**src/rtl/mem_port_arbiter.sv**
```systemverilog
// mem_port_arbiter: shares one single-port memory between fetch (I) and memory-stage (D) requesters; optional starvation guard via ARB_STARVE_GUARD_EN
module mem_port_arbiter #(
  parameter int AW = 32,
  parameter int DW = 32,
  parameter int STREAK_MAX = 4
) (
  input  logic          CLK,
  input  logic          Reset,
  input  logic          IReq,
  input  logic [AW-1:0] IAddr,
  output logic [DW-1:0] IRData,
  output logic          IStall,
  input  logic          DReq,
  input  logic          DWe,
  input  logic [AW-1:0] DAddr,
  input  logic [DW-1:0] DWData,
  output logic [DW-1:0] DRData,
  output logic          DStall,
  output logic          MemReq,
  output logic          MemWe,
  output logic [AW-1:0] MemAddr,
  output logic [DW-1:0] MemWData,
  input  logic [DW-1:0] MemRData,
  input  logic          MemReady
);
  typedef enum logic [2:0] {IDLE, BUSY_I, BUSY_D, DONE_I, DONE_D} state_t;
  state_t state, next;
  logic grant_i;
`ifdef ARB_STARVE_GUARD_EN
  localparam int SW = $clog2(STREAK_MAX + 1);
  logic [SW-1:0] streak;
  assign grant_i = IReq & (~DReq | (streak == SW'(STREAK_MAX)));
  // count D grants taken over a waiting fetch; an I grant clears the streak
  always_ff @(posedge CLK or posedge Reset)
    if (Reset) streak <= '0;
    else if (state == IDLE && grant_i) streak <= '0;
    else if (state == IDLE && DReq && IReq) streak <= streak + 1'b1;
`else
  assign grant_i = IReq & ~DReq;
`endif
  // state register
  always_ff @(posedge CLK or posedge Reset)
    if (Reset) state <= IDLE;
    else state <= next;
  // next-state: D wins in IDLE unless the fetch is granted; busy holds until memory is ready
  always_comb begin
    next = state;
    case (state)
      IDLE:   next = grant_i ? BUSY_I : DReq ? BUSY_D : IDLE;
      BUSY_I: next = MemReady ? DONE_I : BUSY_I;
      BUSY_D: next = MemReady ? DONE_D : BUSY_D;
      default: next = IDLE;
    endcase
  end
  // read buffers capture memory data on completion; stores leave DRData untouched
  always_ff @(posedge CLK or posedge Reset)
    if (Reset) begin
      IRData <= '0;
      DRData <= '0;
    end else begin
      if (state == BUSY_I && MemReady) IRData <= MemRData;
      if (state == BUSY_D && MemReady && !DWe) DRData <= MemRData;
    end
  assign MemReq   = (state == BUSY_I) | (state == BUSY_D);
  assign MemWe    = (state == BUSY_D) & DWe;
  assign MemAddr  = (state == BUSY_I) ? IAddr : (state == BUSY_D) ? DAddr : '0;
  assign MemWData = (state == BUSY_D) ? DWData : '0;
  assign IStall   = IReq & (state != DONE_I);
  assign DStall   = DReq & (state != DONE_D);
endmodule

```
**config.mk**
```make
export PLATFORM = sky130hd
export DESIGN_NAME = mem_port_arbiter
export DESIGN_NICKNAME = d
export VERILOG_FILES = /design/src/rtl/mem_port_arbiter.sv
export SDC_FILE = /design/constraint.sdc
export NUM_CORES = 1
export LEC_CHECK = 0
export CELL_PAD_IN_SITES_DETAIL_PLACEMENT = 0
export CELL_PAD_IN_SITES_GLOBAL_PLACEMENT = 1
export CORE_MARGIN = 3
export CORE_UTILIZATION = 23
export DETAILED_ROUTE_END_ITERATION = 7
export PLACE_DENSITY_LB_ADDON = 0.12
export SLEW_MARGIN = 20
export SYNTH_ARGS = -nofsm -noshare
export SYNTH_HDL_FRONTEND = slang
export SYNTH_SLANG_ARGS = --single-unit
```
**constraint.sdc**
```tcl
create_clock -name CLK -period 2.7 [get_ports CLK]
set_input_delay 0.27 -clock CLK [delete_from_list [all_inputs] [get_ports CLK]]
set_output_delay 0.27 -clock CLK [all_outputs]
set_load 0.03 [all_outputs]
```
==> results.md, run 1 <==
* Crit path DAT at about 2.4 ns
* RSZ-0062 raised after global routing: no
* Internal power at roughly 4.5 mW
* Initial antenna violation count at 1
* Sink count of the clock tree at between 60 and 70
* Synthesized flop and latch total at 67
* Largest family of logic cells by synthesized area: multiplexers
* Pleak at ~2.6 nW
* Post-Layout Cell Count at around 680
* Sequential cell area fraction in the yosys report at a little over half
* Distinct cells, synth at 19
* Most common cell after layout, fill and taps aside: clkdlybuf4s50_1
* H-tree levels at 3
* Die outline area at around 15000 µm²
* CTS tree: done
* Final period util at roughly 97%
* Most frequent cells in the layout: clkdlybuf4s50_1, dfrtp_1, mux2_1, and2_1, a22o_1
* Post-Synthesis Cells at 234
* Diodes inserted at 0
* Slew headroom at ~58%
* Clock network fraction of total power at roughly 15%
* Reg clk slew, reported paths at 0.05 ns
* Fmax at 0.382 GHz
* Share of the synthesized area in the top cell type at 53.8%
* I/O Buffers at ~270
* Pwr Density at approximately 1300 nW/µm²
* Post-Synth XOR/XNOR Area at less than 1%
* Vias per cell at about 4.3
* Startpoint class of the critical path: flip-flop
* Pin count of the biggest net entering global routing at 37
* Initial Utilization at ~24%
* Synthesized cell area at slightly above 3000 µm²
* Hold buffers post-CTS at 0
* Clock Tree Buf Depth at 2
* Setup TNS at 0 ns
* Max-slew violation count at 0
* Layout Nets at roughly 630
* GR Overflow Total at 0
* DRC violations left at 0
* Final Setup Violations at 0
* Worst path required time at approximately 2.4 ns
* Die W at around 120 µm
* Root Driver: clkbuf_16
* GRT Overall Usage at between 10% and 20%
* CTS Buf Count at 9
* Min Tclk post-route at 2.62 ns
* Combinational share of power at between 60% and 70%
* Most used DFF post-synth: dfrtp_1
* Final Hold Fails at 0
* Post-synthesis mux area share at 23.5%
* Outcome: finished, final reports clean
* Layout Skew at 0.00454 ns
* Synth top area cells: dfrtp_1, mux2_1, a22o_1
* Layout cells sized above 1 at between 10% and 20%
* CP Capture Type: output port
* NetSw at roughly 3.5 mW
* Post-route ant nets at 0
* # IOs at 266
* Gpl congestion at 0.751
* Rows at 41
* 1st-iter DRT viols at around 120
* Synth Area in Adders at 0%
* Detailed placer's ending HPWL at about 10000 µm
* First-pass GRT wire length at 17100 µm
* Growth of design area from synthesis to finish at 102%
* Syn Nets at ~370
* Worst skew pair latency at around 0.32 ns
* Worst-Margin Slew at 0.625 ns
* Placed cell count at 661
* Hold WC Path Type: in2async
* Flop pwr share at about 22%
* Critical path fanouts, max at 31
* Core footprint at between 10000 and 15000 µm²
* Drt wl/cell at around 18 µm
* Maxcap violations at 0
* Routed vias at between 2k and 3k
* Vias in the first global route at 3137
* Post-synthesis compound-gate area fraction at roughly a tenth
* Drt total wl at about 12000 µm
* Tot Pwr at between 8 and 9 mW
* Crit Path Class: reg2out
* Syn Area/Cell at between 10 and 15 µm²
* Post-synth EDFFs at 0
* Post-synth ARST share at 100%
* Simple-gate share of the synthesized area at about 8.6%
* VDD IR-drop max at 0.599 mV
* Synth area leader: dfrtp_1
* Net Sw Frac at between 40% and 50%
* Pre-Repair DR Iteration Count at 4
* Yosys warns at 0
* Die Span Y at between 100 and 150 µm
* Fill count at ~1.2k
## cell usage after synthesis, types with 2 or more instances
cell and instances:
mux2_2 2, dfrtp_1 67, buf_6 3, inv_1 4
mux2_1 62, nor2_1 2, a22o_1 32, a21oi_1 3
and2_1 35, nor3b_2 2, buf_2 3, buf_4 4
clkbuf_1 9
## state kept, by name (all words and copies together) (netlist names)
register  count
DRData       32
IRData       32
state         3
## critical path, stage by stage (launching register included)
cell             delay, ns
dfrtp_1               0.50
nor3b_4               0.29
buf_4                 0.32
and2_1                0.16
clkdlybuf4s50_1       0.75
## worst paths after layout
check                                 from           end  slack, ns  depth (start not counted)
worst min register to register  DRData[12]    DRData[12]       0.48                          1
worst min-delay path                 Reset     DRData[3]       0.35                          2
worst max register to register    state[1]    DRData[17]       0.60                          5
min in group CLK                DRData[12]    DRData[12]       0.48                          1
max in group asynchronous            Reset     DRData[8]       1.62                          3
worst max-delay path              state[1]  MemWData[12]       0.08                          4
## power by group through the flow
stage / sequential (mW) / clock, mW / combinational, mW
final: 1.77 / 1.18 / 5.07
after global routing: 1.84 / 1.27 / 5.30
after CTS: 1.78 / 1.22 / 5.14
after detailed placement: 1.79 / 0 / 5.13
after global placement: 1.77 / 0 / 5.13
after floorplan: 2.72 / 0 / 1.84
## routing by layer
metal	wire (µm)	part of all wire, %	vias to the layer above	track usage (%)
met4	154	1.3	2	4.69
met2	6570	55	141	28.9
met1	4180	35	1391	15.4
met3	1010	8.5	12	5.58
li1	-	-	1367	-
met5	13	0.11	-	0
## layout make-up
class | count | area [µm²] | area share [%]
flip-flops and latches | 67 | 1680 | 26.7
well taps | 172 | 215 | 3.43
multi-input cells | 144 | 1330 | 21.1
repair buffers | 274 | 2730 | 43.5
clock inverters | 3 | 46.3 | 0.737
inverters | 4 | 15.0 | 0.239
clock buffers | 12 | 267 | 4.24
## kinds of logic after synthesis
logic type	Yosys count
buf+inv	23
compound gates	36
mux	65
flops	67
xor+xnor	1
simple gates	42
## through the flow
stage / area, µm² / setup slack [ns] / utilization [%] / hold WS [ns]
2_1_floorplan: 3110 / 0.747 / - / 0.399
3_3_place_gp: 5960 / 0.491 / 46.1 / 0.467
3_5_place_dp: 5960 / 0.457 / 46.1 / 0.475
4_1_cts: 6270 / 0.0938 / 48.5 / 0.375
5_1_grt: 6280 / 0.00649 / 48.6 / 0.413
6_report: 6280 / 0.0834 / 48.6 / 0.352
## what timing repair did
item	CTS	global route
buffers inserted	0	0
endpoints found under the setup margin	0	1
resized for setup	0	1
Power figures use the tool's default switching activity.
==> inputs of run 2 (changes only) <==
Settings changed: SETUP_SLACK_MARGIN from default to 0.02.
==> results of run 2 <==
Same layout as run 1 (identical final DEF). Status: finished, final reports clean.
==> inputs of run 3 (changes only) <==
Settings changed: REMOVE_ABC_BUFFERS from default to 1.
==> run 3 against run 2 <==
Net effect:
- non-clock buffer count unchanged
- sequential share of layout area down 0.24 points
- hold slack got worse by 0.096 ns
- combinational power down 1%
- largest cell class unchanged
- die area did not move
- largest power group unchanged
==> results.md, run 3 (synthesized netlist as in run 1, its figures left out) <==
* Placed cell count at 660
* Startpoint class of the critical path: flip-flop
* H-tree levels at 3
* Crit path buf inv count at 2
* CTS tree: done
* Cell Chain, Critical Path: nor3b_4, buf_12, a22o_1, clkdlybuf4s50_1
* Largest registers: DRData x32, IRData x32, state x3
* Layout Skew at ~0.0049 ns
* Core footprint at 12900 µm²
* Pin count of the biggest net entering global routing at between 60 and 70
* Die outline area at approximately 15000 µm²
* Detailed placer's ending HPWL at 9530 µm
* Growth of design area from synthesis to finish at 104%
* Slew headroom at around three quarters
* Worst-Margin Slew at around 0.40 ns
* Pwr Density at 1290 nW/µm²
* Clock Tree Buf Depth at 2
* Critical path fanouts, max at 67
* Layout Nets at 634
* Reg2reg path depth at 5
* Most frequent cells in the layout: clkdlybuf4s50_1, dfrtp_1, mux2_1, and2_1, a22o_1
* Vias per cell at approximately 4.2
* Internal power at 4.70 mW
* DRC violations left at 0
* Final Hold Fails at 0
* Die W at approximately 120 µm
* Pre-Repair DR Iteration Count at 4
* GRT Overall Usage at around 15%
* Min Tclk post-route at between 2 and 2.5 ns
* Diodes inserted at 0
* Worst skew pair latency at ~0.32 ns
* Crit path DAT at 2.23 ns
* Slowest CP cell: clkdlybuf4s50_1
* First-pass GRT wire length at approximately 17000 µm
* Net Sw Frac at a little over two fifths
* FF-to-FF End: DRData[8]
* VDD IR-drop max at between 0.5 and 0.6 mV
* Crit path largest cell delay at around 0.67 ns
* Post-Layout Cell Count at between 600 and 700
* GR Overflow Total at 0
* Vias in the first global route at 3140
* Final Setup Violations at 0
* Initial antenna violation count at 0
* Die Span Y at roughly 120 µm
* Met3 track demand over resource at 5.81%
* GR met2 Demand/Resource at approximately a quarter
* Rows at ~40
* Root Driver: clkbuf_16
* Pleak at between 2 and 3 nW
* GR peak layer: met2
* Outcome: finished, final reports clean
* Hold WC Path Type: in2async
* Crit-path leading delay family: buffers and inverters
* I/O Buffers at between 200 and 300
* Fmax at between 0.4 and 0.5 GHz
* Combinational share of power at 61.4%
* FF-to-FF setup slack at ~0.67 ns
* Layout cells sized above 1 at 6.53%
* Post-route ant nets at 0
* NetSw at about 3.5 mW
* # IOs at 266
* CP Capture Type: output port
* RR Startpoint: state[0]
* Routing usage on met1 at roughly 17%
* Routed vias at roughly 2.9k
* CTS Buf Count at 9
* Clock network fraction of total power at between 15 and 20%
* Drt wl/cell at approximately 18 µm
* Max-slew violation count at 0
* Hold buffers post-CTS at 0
* Most common cell after layout, fill and taps aside: clkdlybuf4s50_1
* Flop pwr share at between 20% and 30%
* Gpl congestion at 0.763
* Worst path required time at ~2.4 ns
* Final period util at 92.5%
* Drt total wl at 11900 µm
* 1st-iter DRT viols at 64
* Maxcap violations at 0
* Reg clk slew, reported paths at 0.05 ns
* Crit Path Class: reg2out
* Tot Pwr at approximately 8.2 mW
* Sink count of the clock tree at between 60 and 70
* Initial Utilization at about a quarter
* RSZ-0062 raised after global routing: no
==> run 3: area by class of cell <==
type,count,area [µm²]
Tap cell,172,215
Clock buffer,11,253
Clock inverter,5,108
Inverter,4,15.0
Fill cell,1192,6590
Timing Repair Buffer,274,2750
Sequential cell,67,1680
Multi-Input combinational cell,144,1330
==> run 3: what timing repair did <==
| item | 4_1_cts | 5_1_grt |
|---|---|---|
| endpoints found under the setup margin | 0 | 36 |
| setup buffers | 0 | 1 |
| gates resized for setup | 0 | 2 |
| hold endpoints to repair | 0 | 0 |
==> run 3: per-stage QoR <==
stage                     utilization (%)  hold WS, ns  setup TNS, ns  setup WS (ns)  area [µm²]
after floorplan                         -        0.399         -47.62         -0.995        3000
after global placement               46.2        0.467              0          0.422        5970
after detailed placement             46.2        0.474              0          0.399        5970
after CTS                            49.0        0.266              0         0.0287        6330
after global routing                 49.1        0.289              0         0.0817        6340
final                                49.1        0.257              0          0.202        6340
==> run 3: how the worst max path moves through the flow <==
stage | to | startpoint | cells past startpoint | slack [ns]
floorplan | DRData[8] | state[0] | 3 | -1.0
finish | MemAddr[6] | state[0] | 4 | 0.20
CTS | MemAddr[4] | state[0] | 4 | 0.03
detailed placement | MemAddr[16] | state[0] | 4 | 0.40
global placement | MemAddr[4] | state[0] | 4 | 0.42
global route | MemWData[18] | state[0] | 4 | 0.08
==> run 3: power by group through the flow <==
| stage | logic, mW | clock network (mW) | registers, mW |
|---|---|---|---|
| floorplan | 1.76 | 0 | 2.73 |
| global placement | 5.06 | 0 | 1.76 |
| detailed placement | 5.08 | 0 | 1.79 |
| CTS | 5.10 | 1.42 | 1.77 |
| global route | 5.28 | 1.46 | 1.84 |
| finish | 5.02 | 1.39 | 1.77 |
==> run 3: metal layers <==
metal  part of all wire, %  vias up
li1                      -     1368
met3                   8.4       14
met5                     0        -
met4                   1.9        0
met1                    38     1356
met2                    52      139
